### config.mk
export PLATFORM = sky130hd
export DESIGN_NAME = mulacc_simd_cfu_li2
export DESIGN_NICKNAME = d
export VERILOG_FILES = /design/src/rtl/mulacc_simd_cfu_li2.sv
export SDC_FILE = /design/constraint.sdc
export NUM_CORES = 2
export LEC_CHECK = 0
export BUFFER_PORTS_ARGS = -buffer_cell sky130_fd_sc_hd__buf_2
export CAP_MARGIN = 25
export CORE_UTILIZATION = 41
export CTS_CLUSTER_DIAMETER = 50
export DETAILED_ROUTE_END_ITERATION = 10
export GPL_TIMING_DRIVEN = 0
export SKIP_CTS_REPAIR_TIMING = 1
export SLEW_MARGIN = 25
export SYNTH_ARGS = -nofsm -noshare
export SYNTH_HDL_FRONTEND = slang
export SYNTH_SLANG_ARGS = --single-unit
### constraint.sdc
create_clock -name clk -period 14.1 [get_ports clk]
set_clock_uncertainty 0.1 [all_clocks]
set_input_delay 2.82 -clock clk [delete_from_list [all_inputs] [get_ports clk]]
set_output_delay 2.82 -clock clk [all_outputs]
set_load 0.01 [all_outputs]
### src/rtl/mulacc_simd_cfu_li2.sv
// SIMD multiply-accumulate CFU with handshaked request/response,
// several accumulators selected by function ID, and error responses.
module mulacc_simd_cfu_li2 #(
    parameter int CFU_FUNC_ID_W    = 5,
    parameter int CFU_REQ_DATA_W   = 32,
    parameter int CFU_REQ_ELT_W    = 8,
    parameter int CFU_RESP_DATA_W  = 32,
    parameter int CFU_ERR_ID_W     = 32,
    parameter int CFU_RESP_LATENCY = 3,
    parameter int N_ACC            = 4
) (
    input  logic                       clk,
    input  logic                       rst_n,
    input  logic                       req_valid,
    output logic                       req_ready,
    input  logic [CFU_FUNC_ID_W-1:0]   req_func_id,
    input  logic [CFU_REQ_DATA_W-1:0]  req_data0,
    input  logic [CFU_REQ_DATA_W-1:0]  req_data1,
    output logic                       resp_valid,
    input  logic                       resp_ready,
    output logic [CFU_RESP_DATA_W-1:0] resp_data,
    output logic                       resp_err,
    output logic [CFU_ERR_ID_W-1:0]    resp_err_id
);

    localparam int NE = CFU_REQ_DATA_W / CFU_REQ_ELT_W;
    localparam int EW = CFU_REQ_ELT_W;
    localparam int PW = 2 * CFU_REQ_ELT_W;
    localparam int RW = CFU_RESP_DATA_W;
    localparam int IW = CFU_FUNC_ID_W - 3;
    localparam int NS = CFU_RESP_LATENCY - 1;
    localparam int LS = NS - 1;

    localparam logic [1:0] OP_CLR  = 2'd0;
    localparam logic [1:0] OP_UMAC = 2'd1;
    localparam logic [1:0] OP_SMAC = 2'd2;
    localparam logic [1:0] OP_READ = 2'd3;

    logic          ready_q;
    logic          stall;

    logic [2:0]    in_op;
    logic [IW-1:0] in_idx;
    logic [1:0]    in_eid;
    logic [PW-1:0] in_prod [NE];

    logic [NS-1:0] st_vld;
    logic [PW-1:0] st_prod [NS][NE];
    logic [1:0]    st_op   [NS];
    logic [IW-1:0] st_idx  [NS];
    logic [1:0]    st_eid  [NS];

    logic [RW-1:0] acc [N_ACC];
    logic [RW-1:0] sum;
    logic [RW-1:0] cur;
    logic [RW-1:0] nxt;
    logic          upd_ok;

    logic          out_vld;
    logic          out_err;
    logic [1:0]    out_eid;
    logic [RW-1:0] out_data;

    assign stall      = out_vld & ~resp_ready;
    assign req_ready  = ready_q & ~stall;
    assign in_op      = req_func_id[2:0];
    assign in_idx     = req_func_id[CFU_FUNC_ID_W-1:3];
    assign resp_valid = out_vld;
    assign resp_data  = out_data;
    assign resp_err   = out_err;
    assign resp_err_id = {{(CFU_ERR_ID_W-2){1'b0}}, out_eid};

    // Classify the request and form per-element products at the input.
    always_comb begin
        logic [EW-1:0] a;
        logic [EW-1:0] b;
        logic [PW-1:0] ax;
        logic [PW-1:0] bx;
        in_eid = 2'd0;
        if (in_op[2]) begin
            in_eid = 2'd1;
        end else if (int'(in_idx) >= N_ACC) begin
            in_eid = 2'd2;
        end
        for (int i = 0; i < NE; i++) begin
            a = req_data0[i*EW +: EW];
            b = req_data1[i*EW +: EW];
            if (in_op[1:0] == OP_SMAC) begin
                ax = {{EW{a[EW-1]}}, a};
                bx = {{EW{b[EW-1]}}, b};
            end else begin
                ax = {{EW{1'b0}}, a};
                bx = {{EW{1'b0}}, b};
            end
            in_prod[i] = ax * bx;
        end
    end

    // Valid bits of the delay stages; they freeze while the output stalls.
    always_ff @(posedge clk or negedge rst_n) begin
        if (!rst_n) begin
            st_vld <= '0;
        end else if (!stall) begin
            st_vld <= {st_vld[NS-2:0], req_valid & req_ready};
        end
    end

    // Payload of the delay stages; only meaningful alongside a valid bit.
    always_ff @(posedge clk) begin
        if (!stall) begin
            for (int i = 0; i < NE; i++) begin
                st_prod[0][i] <= in_prod[i];
            end
            st_op[0]  <= in_op[1:0];
            st_idx[0] <= in_idx;
            st_eid[0] <= in_eid;
            for (int s = 1; s < NS; s++) begin
                for (int i = 0; i < NE; i++) begin
                    st_prod[s][i] <= st_prod[s-1][i];
                end
                st_op[s]  <= st_op[s-1];
                st_idx[s] <= st_idx[s-1];
                st_eid[s] <= st_eid[s-1];
            end
        end
    end

    // Reduce the last stage's products and compute the new accumulator value.
    always_comb begin
        logic [PW-1:0] p;
        sum = '0;
        for (int i = 0; i < NE; i++) begin
            p = st_prod[LS][i];
            if (st_op[LS] == OP_SMAC) begin
                sum = sum + {{(RW-PW){p[PW-1]}}, p};
            end else begin
                sum = sum + {{(RW-PW){1'b0}}, p};
            end
        end
        cur = '0;
        for (int j = 0; j < N_ACC; j++) begin
            if (int'(st_idx[LS]) == j) begin
                cur = acc[j];
            end
        end
        unique case (st_op[LS])
            OP_CLR:  nxt = '0;
            OP_UMAC: nxt = cur + sum;
            OP_SMAC: nxt = cur + sum;
            default: nxt = cur;
        endcase
        upd_ok = st_vld[LS] & (st_eid[LS] == 2'd0);
    end

    // Accumulators change only as a legal entry leaves the last stage.
    always_ff @(posedge clk or negedge rst_n) begin
        if (!rst_n) begin
            for (int j = 0; j < N_ACC; j++) begin
                acc[j] <= '0;
            end
        end else if (!stall && upd_ok && st_op[LS] != OP_READ) begin
            for (int j = 0; j < N_ACC; j++) begin
                if (int'(st_idx[LS]) == j) begin
                    acc[j] <= nxt;
                end
            end
        end
    end

    // Output register holds the response until the consumer takes it.
    always_ff @(posedge clk or negedge rst_n) begin
        if (!rst_n) begin
            out_vld  <= 1'b0;
            out_err  <= 1'b0;
            out_eid  <= 2'd0;
            out_data <= '0;
        end else if (!stall) begin
            out_vld  <= st_vld[LS];
            out_err  <= st_vld[LS] & (st_eid[LS] != 2'd0);
            out_eid  <= st_vld[LS] ? st_eid[LS] : 2'd0;
            out_data <= upd_ok ? nxt : '0;
        end
    end

    // Hold off requests until the first edge after reset release.
    always_ff @(posedge clk or negedge rst_n) begin
        if (!rst_n) begin
            ready_q <= 1'b0;
        end else begin
            ready_q <= 1'b1;
        end
    end

endmodule

==> metrics.md <==
| Metric | Value |
|---|---|
| Largest net degree at the start of global routing | `107` |
| Routed wire length | `~70000 um` |
| Hold Startpoint | `st_prod[0][4]` |
| Final slew viol count | `0` |
| Final worst-path cycle share | `66.9%` |
| Initial antenna violation count | `0` |
| TritonCTS clock tree | `yes` |
| Via count | `roughly 22000` |
| Reg2reg end | `acc[63]` |
| Warnings, synthesis | `0` |
| Post-synth EDFFs | `approximately 140` |
| Hold Path End | `st_prod[1][4]` |
| Clk buf depth | `3` |
| Ys flop type | `dfrtp_1` |
| Arrival time at the worst endpoint | `~10000 ps` |
| Critical Path Max Stage Delay | `roughly 430 ps` |
| Setup TNS | `0 ps` |
| Reg2reg start | `st_prod[1][48]` |
| Hold Path Cell Cnt | `0` |
| Hold Fails Final Rpt | `0` |
| Hold Path Class | `reg -> reg` |
| Post-DR wirelength/cell | `16.3 um` |
| # clock sinks | `just over 300` |
| Area grow syn2layout | `10.2%` |
| Post-synthesis sequential area ratio | `between 20% and 30%` |
| GRT Residual Overflow | `0` |
| Row Count | `100` |
| Vias per cell | `5.02` |
| Initial DRC count | `between 1000 and 1500` |
| Async set-reset flop share out of synthesis | `a little over half` |
| GPL Wtd Cong | `slightly below 0.9` |
| Outcome | `finished clean` |
| Total Routing Usage GR | `about a fifth` |
| Vias in the first global route | `approximately 22000` |
| Ports | `140` |
| Buffers on Ports | `94` |
| Layout Nets | `between 3000 and 4000` |
| Reg2reg setup slack | `about 4700 ps` |
| DRT Pass-1 Iters | `5` |
| Initial Util | `about two fifths` |
| Reg2reg path depth | `between 40 and 50` |
| Setup Viol. Count Final | `0` |
| Width of the die | `276 um` |
| Antenna-violating nets left | `0` |
| Clock Tree Root | `clkbuf_16` |
| DP Wirelength | `56000 um` |
| Die area | `about 76000 sq um` |
| Critical path class | `reg -> reg` |
| Cells after Synth | `3131` |
| Synth unique cells | `between 70 and 80` |
| Skew-Pair Late Insertion Delay | `580 ps` |
| FF+latch count, synth | `about 300` |
| Critical path launch point type | `flop` |
| Fmax | `between 100 and 150 MHz` |
| Syn_area_per_cell | `around 9.8 sq um` |
| Worst slew pin tran | `about 970 ps` |
| Synth Cell Area | `a little over 30000 sq um` |
| H-tree depth | `2` |
| Worst-path maximum fanout | `7` |
| Worst slew margin | `roughly 35%` |
| CP max stage cell | `xnor3_1` |
| CP required | `between 10000 and 15000 ps` |
| Max_cap viols | `0` |
| Die Y | `276 um` |
| DRC viols | `0` |
| Core box area | `roughly 74000 sq um` |
| Layout cell share with drive strength beyond 1 | `roughly 7.6%` |
| Inserted Clock Buffers | `37` |
| First-pass GRT wire length | `~110000 um` |
| Final min period | `~9400 ps` |
| RSZ-0062 raised after global routing | `false` |
| Clk pin slew, worst setup/hold paths | `60 ps` |
| Setup crit end kind | `flop` |
[sequential cells by signal, indices dropped and copies added, names as in the netlist]
name,cells
st_idx,4
out_eid,1
st_prod,128
resp_data,32
st_op,4
st_vld,2
acc,128
resp_valid,1
st_eid,2
ready_q,1
[area by class of cell]
class	count	area, sq um
fillers	7119	40500
well taps	969	1210
plain buffers	118	567
flip-flops and latches	303	8270
multi-input cells	2262	20300
diodes	1	2.50
clock buffers	43	978
clock inverters	24	254
repair buffers	98	558
inverters	478	1800
[critical path, delay by kind of cell (launching register included)]
kind,cells,cell delay (ps)
flops,1,340
buf+inv,2,250
fa+ha+maj,5,1630
mux,1,290
xor+xnor,5,1340
compound gates,18,3740
simple gates,12,1590
[how the worst max path moves through the flow]
stage	cells after the start	startpoint	end	slack [ps]
final	43	st_prod[1][48]	acc[63]	4670
after global routing	43	st_prod[1][32]	acc[63]	4120
after CTS	43	st_prod[1][48]	acc[63]	4670
after detailed placement	22	req_func_id[1]	st_prod[0][31]	4380
after global placement	22	req_func_id[1]	st_prod[0][14]	2680
after floorplan	21	req_func_id[1]	st_prod[0][14]	5710
[synthesized netlist by cell type, types with 9 or more instances]
cell type / count / area (sq um)
inv_1: 477 / 1790
ha_1: 313 / 3920
fa_1: 312 / 6250
nand2_1: 310 / 1160
a21oi_1: 175 / 876
and2_1: 171 / 1070
xnor2_1: 170 / 1490
dfrtp_1: 165 / 4130
nor2_1: 150 / 563
edfxtp_1: 138 / 4140
o21ai_0: 92 / 460
clkbuf_1: 74 / 278
a21o_1: 54 / 405
o21ai_1: 52 / 260
xor2_1: 44 / 385
and3_1: 37 / 231
buf_4: 32 / 240
mux4_2: 32 / 721
nor3_1: 32 / 160
nand3_1: 28 / 140
o21a_1: 21 / 158
a22oi_1: 20 / 150
o21bai_1: 20 / 150
nor2b_1: 17 / 106
a211oi_1: 16 / 120
nand2b_1: 15 / 93.8
mux2_2: 14 / 158
buf_1: 11 / 41.3
nand4_1: 10 / 62.6
mux2i_1: 9 / 90.1
[logic make-up (layout without fill, tap and decap cells)]
group | Yosys count | count (layout) | share of synthesized area, %
other | 2 | 33 | 0.0244
AND/OR/NAND/NOR | 810 | 810 | 12.7
flip-flops | 303 | 303 | 26.9
AO/OA/AOI/OAI | 525 | 525 | 10.5
buffers and inverters | 596 | 761 | 7.66
multiplexers | 55 | 55 | 3.14
XOR/XNOR | 215 | 215 | 6.16
adder cells (fa/ha/maj) | 625 | 625 | 33.0
[metal layers]
layer,vias up,global-route usage (%),part of all wire [%]
li1,10619,-,-
met1,10480,25.8,47
met2,375,31.0,48
met3,92,1.94,3.5
met4,0,5.23,2.3
met5,-,0,0
[layout by cell type (no fill, tap or decap), types with 6 or more instances in the layout]
| cell | instances |
|---|---|
| a21o_1 | 54 |
| a32oi_1 | 6 |
| ha_1 | 313 |
| clkbuf_16 | 37 |
| nor2b_1 | 16 |
| a211oi_1 | 16 |
| nor2_1 | 150 |
| buf_4 | 32 |
| o21bai_1 | 20 |
| mux2_2 | 14 |
| nand3_1 | 28 |
| nor4_1 | 6 |
| mux2i_1 | 9 |
| or3_1 | 6 |
| o21a_1 | 21 |
| and2_1 | 171 |
| nand2_1 | 310 |
| buf_1 | 10 |
| a31oi_1 | 6 |
| and3_1 | 37 |
| inv_1 | 477 |
| edfxtp_1 | 138 |
| xnor2_1 | 170 |
| nor3_1 | 32 |
| mux4_2 | 32 |
| o211ai_1 | 7 |
| fa_1 | 312 |
| nand2b_1 | 15 |
| a21oi_1 | 175 |
| dfrtp_1 | 165 |
| o21ai_0 | 92 |
| clkbuf_1 | 76 |
| nand4_1 | 10 |
| buf_2 | 94 |
| xor2_1 | 44 |
| conb_1 | 32 |
| a22oi_1 | 20 |
| o21ai_1 | 52 |
[through the flow]
step	setup slack, ps	instances	area, sq um	utilization, %	hold WS, ps
final	4670	4296	33900	45.6	308
after global routing	4120	4295	33900	45.6	322
after CTS	4670	4295	33900	45.6	316
after detailed placement	4380	4228	32700	43.9	305
after global placement	2680	4224	32600	43.8	302
after floorplan	5710	3161	30900	-	300
Power is left out: the tool's default activity adds up to more than one toggle a clock period on the data nets, which glitch-free logic cannot reach.
